===== config.mk =====
export PLATFORM = sky130hd
export DESIGN_NAME = shift_register_n
export DESIGN_NICKNAME = d
export VERILOG_FILES = /design/src/rtl/shift_register_n.sv
export SDC_FILE = /design/constraint.sdc
export NUM_CORES = 1
export LEC_CHECK = 0
export ABC_AREA = 1
export CORE_UTILIZATION = 46
export DETAILED_ROUTE_END_ITERATION = 7
export PLACE_DENSITY = 0.85
export RECOVER_POWER = 100
export SYNTH_ARGS = -nofsm -noshare
export SYNTH_HDL_FRONTEND = slang
export SYNTH_SLANG_ARGS = --single-unit

===== constraint.sdc =====
create_clock -name clk -period 1.4 [get_ports clk]
set_input_delay 0.28 -clock clk [delete_from_list [all_inputs] [get_ports clk]]
set_output_delay 0.28 -clock clk [all_outputs]
set_load 0.01 [all_outputs]

===== src/rtl/shift_register_n.sv =====
// rtl/shift_register_n.sv - universal WIDTH-bit shift register with serial I/O and shift counter
// Load, shift, rotate and clear operations; every output is registered.
module shift_register_n #(
    parameter int          WIDTH       = 8,
    parameter int unsigned RESET_VALUE = 0,
    localparam int         CW          = $clog2(WIDTH + 1)
) (
    input  logic             clk,
    input  logic             rst,
    input  logic [2:0]       mode,
    input  logic [WIDTH-1:0] d,
    input  logic             sin,
    output logic [WIDTH-1:0] q,
    output logic             sout,
    output logic [CW-1:0]    count,
    output logic             done
);

    localparam logic [2:0] MODE_HOLD  = 3'd0;
    localparam logic [2:0] MODE_LOAD  = 3'd1;
    localparam logic [2:0] MODE_SHL   = 3'd2;
    localparam logic [2:0] MODE_SHR   = 3'd3;
    localparam logic [2:0] MODE_ROTL  = 3'd4;
    localparam logic [2:0] MODE_ROTR  = 3'd5;
    localparam logic [2:0] MODE_CLEAR = 3'd6;

    localparam logic [WIDTH-1:0] RV        = WIDTH'(RESET_VALUE);
    localparam logic [CW-1:0]    COUNT_MAX = CW'(WIDTH);
    localparam logic [CW-1:0]    COUNT_PRE = CW'(WIDTH - 1);

    logic [WIDTH-1:0] q_q, q_d;
    logic             sout_q, sout_d;
    logic [CW-1:0]    count_q, count_d;
    logic             done_q, done_d;
    logic             is_shift;

    always_comb begin
        q_d      = q_q;
        sout_d   = sout_q;
        count_d  = count_q;
        done_d   = 1'b0;
        is_shift = 1'b0;
        case (mode)
            MODE_LOAD: begin
                q_d     = d;
                count_d = '0;
            end
            MODE_SHL: begin
                q_d      = {q_q[WIDTH-2:0], sin};
                sout_d   = q_q[WIDTH-1];
                is_shift = 1'b1;
            end
            MODE_SHR: begin
                q_d      = {sin, q_q[WIDTH-1:1]};
                sout_d   = q_q[0];
                is_shift = 1'b1;
            end
            MODE_ROTL: begin
                q_d      = {q_q[WIDTH-2:0], q_q[WIDTH-1]};
                sout_d   = q_q[WIDTH-1];
                is_shift = 1'b1;
            end
            MODE_ROTR: begin
                q_d      = {q_q[0], q_q[WIDTH-1:1]};
                sout_d   = q_q[0];
                is_shift = 1'b1;
            end
            MODE_CLEAR: begin
                q_d     = '0;
                sout_d  = 1'b0;
                count_d = '0;
            end
            default: ; // HOLD and the reserved encoding keep all state
        endcase
        // Counter saturates, so done can only fire on the WIDTH-1 -> WIDTH step
        if (is_shift) begin
            if (count_q != COUNT_MAX) begin
                count_d = count_q + 1'b1;
            end
            done_d = (count_q == COUNT_PRE);
        end
    end

    always_ff @(posedge clk or posedge rst) begin
        if (rst) begin
            q_q     <= RV;
            sout_q  <= 1'b0;
            count_q <= '0;
            done_q  <= 1'b0;
        end else begin
            q_q     <= q_d;
            sout_q  <= sout_d;
            count_q <= count_d;
            done_q  <= done_d;
        end
    end

    assign q     = q_q;
    assign sout  = sout_q;
    assign count = count_q;
    assign done  = done_q;

endmodule


# --- Word-level counts from Yosys, hierarchy flattened ---
# Cells that the tools add are included.
word_totals:
  word_cells: 26
  ff_bits: 14
  latchBits: 0
  romBits: 0
  inputBits: 14
  output_inout_bits: 14
  ram_bits: 0
  memories: 0
op_classes:
  add_sub_neg: 1
  bitwise: 0
  div: 0
  reduce_logical: 6
  eq_ne: 8
  n_lt_le_gt_ge: 0
  mul: 0
  shift: 0
  n_mux: 7
op_table:
  columns: ["op", "count"]
  rows:
  - ["8-bit one-hot mux with 6 select lines", 1]
  - ["4-bit 2-to-1 mux", 3]
  - ["3-bit equality test, second input constant", 3]
  - ["3-bit by 2-bit equality test with 1-bit output, second input constant", 2]
  - ["6-bit nonzero test", 1]
  - ["2-bit OR reduction", 3]
  - ["4-bit by 1-bit adder with 4-bit output, second input constant", 1]
  - ["4-bit by 3-bit equality test with 1-bit output, second input constant", 1]
  - ["4-bit inequality test, second input constant", 1]
  - ["4-bit OR reduction", 1]
  - ["3-bit by 1-bit equality test with 1-bit output, second input constant", 1]
  - ["1-bit one-hot mux with 3 select lines", 1]
  - ["3-bit nonzero test", 1]
  - ["1-bit 2-to-1 mux", 2]

# --- Longest topological paths before layout ---
depth:
  depth_word: 5
  ltp_mapped: 8
  depth_no_buf: 7

# --- Worst setup path after synthesis ---
# OpenSTA, ideal clock, no wires.
synth_timing:
  path_type: "input-to-reg"
  startpoint: "input port mode[0]"
  endpoint: "register count_q[2], in the netlist count[2]"
  setup_slack_ps: 289
  required_ps: 1278
  stages: 7
  arrival_ps: 989
  n_path_buf: 2
  setup_time_ps: 122
  cell_sequence: "inv_1 > buf_4 > nor2_1 > nor2_4 > buf_6 > nand2_1 > o21ai_2"
synth_via:
  elab_chain_len: 5
  word_cells_on_any_way: 12
  cone_classes: "6 x eq/ne; 4 x mux; 2 x reduce/logical"
synth_lines:
  columns: ["item", "line_no", "text"]
  rows:
  - ["from (decl)", "10", "input logic [2:0] mode,"]
  - ["3-bit equality test / 3-bit by 1-bit equality test with 1-bit output (equally long branches)", "43", "case (mode)"]
  - ["2-bit OR reduction (no source line)", null, null]
  - ["4-bit 2-to-1 mux", "43", null]
  - ["4-bit 2-to-1 mux", "77", "if (count_q != COUNT_MAX) begin"]
  - ["4-bit 2-to-1 mux (*)", "76", "if (is_shift) begin"]
  - ["named net count_d[2]", "33", "logic [CW-1:0] count_q, count_d;"]
  - ["to (signal assigned)", "93", "count_q <= count_d;"]
  - ["to (decl)", "33", null]
# Mark *: on every way through the listed nets, which the timed path passes. The rest lies on a longest branch.
# A chain may end at the register's enable or synchronous reset.

# --- Final worst setup path ---
layout_timing:
  startpoint: "input port mode[0]"
  endpoint: "register q_q[2], in the netlist q[2]"
layout_via:
  elab_chain_len: 2
  word_cells_on_any_way: 8
  cone_classes: "6 x eq/ne; 1 x mux; 1 x reduce/logical"
layout_lines:
  columns: ["item", "line_no", "text"]
  rows:
  - ["3-bit equality test, or another cell as far along", "43", null]
  - ["8-bit one-hot mux with 6 select lines / 6-bit nonzero test (equally long branches)", null, null]
  - ["to (signal assigned)", "91", "q_q <= q_d;"]
  - ["to (decl)", "31", "logic [WIDTH-1:0] q_q, q_d;"]
# Parallel ways exist; a longest one is shown, timed or not.

==> run_results.csv <==
group,metric,value,unit
status,status,"completed",
floorplanning,coreArea,0.00180,mm²
worst_setup_path,worstReg2RegEnd,"count[0]$_DFF_PP0_",
synthesis,yosysTopAreaCell,"dfrtp_1",
detailed_routing,via_per_inst,5.12,
power_and_ir_drop,powerDensity,1150,mW/mm²
global_route,globalRouteTotalUtil,23.9,%
global_route,grt_start_max_net_pins,21,
timing,hold_viol,0,
hold_path,worstHoldEndpoint,"count[0]$_DFF_PP0_",
power_and_ir_drop,power.total,0.00157,W
place,gp_congestion,0.791,
final_layout,nets,191,
place,dpl_cell_area,0.00130,mm²
timing,fmax,748,MHz
worst_setup_path,startpoint_type,"input port",
synthesis,synthDominantCellAreaShare,38.0,%
cts,numCtsBuffers,3,
place,post-place-cells,188,
final_layout,layout_commonest_cell,"nand2_1",
worst_setup_path,rrSetupSlack,170,ps
floorplanning,rows,15,
timing,worstMarginPinSlew,800,ps
floorplanning,die-area,0.00219,mm²
synthesis,seq_area_frac_synth,38.0,%
synthesis,synth.distinct_cells,22,
floorplanning,die_h,46.8,µm
timing,fin_skew,0.522,ps
final_layout,diodes,0,
detailed_routing,wl_per_cell,11.6,µm
detailed_routing,post-route-drc-count,0,
final_layout,area_delta_synth_final,47.2,%
timing,slew_viol_final,0,
detailed_routing,detail-route-antenna-nets,0,
global_route,grt_pass1_wl,3630,µm
hold_path,hold_class,"in2reg",
global_route,grt_pass1_vias,897,
floorplanning,die_w,46.8,µm
cts,clock_latency,280,ps
worst_setup_path,r2r-start,"count[1]$_DFF_PP0_",
synthesis,synth_fp_nets,147,
global_route,grt_overflow,0,
hold_path,hold_path_startpoint,"mode[1]",
cts,cts_hold_buf,0,
power_and_ir_drop,ir_drop,0.000855,V
detailed_routing,dr_total_vias,1019,
cts,tritoncts,"built",
detailed_routing,wl,2320,µm
worst_setup_path,worst-path-max-fanout,19,
final_layout,stdcell_area,0.00136,mm²
final_layout,mostFrequentLayoutCells,"nand2_1, nand3_1, nor2_1",
floorplanning,io_pins,28,
hold_path,hold_path_depth,4,
worst_setup_path,cp.required,1630,ps
global_route,grt_antenna_before_repair,0,
job,maxCapViolCount,0,
final_layout,stdcell_count,199,
worst_setup_path,end_kind,"flip-flop",
cts,clk_pin_slew,90,ps
synthesis,synth.avg_cell_area,7.04,µm²
synthesis,ys_warn_count,0,
timing,fin_crit,1340,ps
detailed_routing,first_pass_iters,4,
final_layout,drive_above_1_share,16.1,%
power_and_ir_drop,p_leak,0.737,nW
timing,timing.slew.headroom,46.7,%
worst_setup_path,crit_type,"in2reg",
cts,cts_buffer_depth,2,
place,port_buffers,27,
worst_setup_path,ff2ff_path_depth,7,
timing,setup_violations,0,
timing,fin_crit_sh,95.4,%
cts,h-tree-depth,1,
cts,clockRootBuffer,"clkbuf_4",
synthesis,syn_area,922,µm²
place,dp_hpwl,1590,µm
timing,rsz0062_at_grt,"no",
cts,clock-sinks,14,
detailed_routing,drt_iter0_markers,39,
synthesis,ys_ff_latch,14,
synthesis,synth_area_leaders,"dfrtp_1, nand2_1, nand3_1",
final_layout,nFillCells,149,
floorplanning,start_util,51.2,%
synthesis,synthCells,131,
worst_setup_path,worstPathArrival,1560,ps
## critical path, cell delays in order
cell and delay, ps:
clkdlybuf4s50_1 470, inv_1 90, nor2_1 220, nor2_4 70, buf_12 150, nor2_1 130, nand2_1 70, nand2_1 60
## what timing repair did
action                                  in CTS  in global routing
gates cloned                                 0                  0
endpoints found under the setup margin      14                  8
resized for setup                           14                  3
hold endpoints to repair                     0                  0
buffers inserted                             7                  0
## metrics by stage
stage / hold WS, ps / setup WS, ps / setup TNS, ps / util (%)
floorplan: 169 / 289 / 0 / -
global placement: 510 / -179 / -2020 / 72.0
detailed placement: 521 / -236 / -2820 / 72.0
CTS: 278 / 75.7 / 0 / 76.0
global route: 550 / 7.82 / 0 / 75.3
finish: 518 / 63.7 / 0 / 75.3
## report_power, final
| group | leakage, nW | internal, W | switching, W | total, W |
|---|---|---|---|---|
| Combinational | 0.539 | 0.000354 | 0.000369 | 0.000723 |
| Sequential | 0.177 | 0.000494 | 0.0000500 | 0.000544 |
| Clock | 0.0210 | 0.000158 | 0.000141 | 0.000300 |
## Yosys cell counts
| cell type | count |
|---|---|
| nand2_1 | 39 |
| buf_2 | 1 |
| o21ai_0 | 1 |
| a22o_1 | 1 |
| buf_4 | 2 |
| o21ai_2 | 2 |
| a21oi_1 | 1 |
| xnor2_1 | 1 |
| nor2_1 | 19 |
| nand4_1 | 2 |
| clkbuf_1 | 1 |
| nand2_2 | 3 |
| nand3b_1 | 1 |
| nand3_2 | 1 |
| buf_6 | 2 |
| inv_1 | 8 |
| xor2_1 | 1 |
| dfrtp_1 | 14 |
| ha_1 | 2 |
| nor2_4 | 1 |
| inv_2 | 1 |
| nand3_1 | 27 |
## layout make-up
| type | instances | area (µm²) | area share [%] |
|---|---|---|---|
| timing repair buffer | 45 | 414 | 30.5 |
| tap | 25 | 31.3 | 2.30 |
| sequential | 14 | 350 | 25.8 |
| inverter | 9 | 33.8 | 2.49 |
| clock buffer | 4 | 36.3 | 2.67 |
| multi-input combinational | 102 | 492 | 36.2 |
## how the worst max path moves through the flow
stage | start | to | slack, ps | depth (start not counted)
after floorplan | mode[0] | count[2]$_DFF_PP0_ | 290 | 7
after global placement | mode[2] | q[0]$_DFFE_PP0P_ | -180 | 9
after detailed placement | mode[2] | q[3]$_DFFE_PP0P_ | -240 | 9
after CTS | mode[2] | q[6]$_DFFE_PP0P_ | 80 | 9
after global routing | mode[0] | q[6]$_DFFE_PP0P_ | 8 | 8
final | mode[0] | q[2]$_DFFE_PP0P_ | 60 | 8
## registers in the layout (all words and copies together), names as in the netlist
| name | count |
|---|---|
| q | 8 |
| count | 4 |
| sout | 1 |
| done | 1 |
## kinds of logic after synthesis
family,synth area share [%]
AO/OA/AOI/OAI,3.93
XOR/XNOR,1.90
AND/OR/NAND/NOR,44.8
adder cells (fa/ha/maj),2.71
flip-flops,38.0
buffers and inverters,8.68
## layer usage
metal / part of all wire (%) / global-route usage, % / vias up
met3: 5.7 / 2.31 / 6
met2: 52 / 44.2 / 48
met5: 0 / 0 / -
met4: 1.3 / 11.4 / 0
met1: 41 / 27.3 / 459
li1: - / - / 506
No activity file was read; power rests on OpenSTA's default activity.
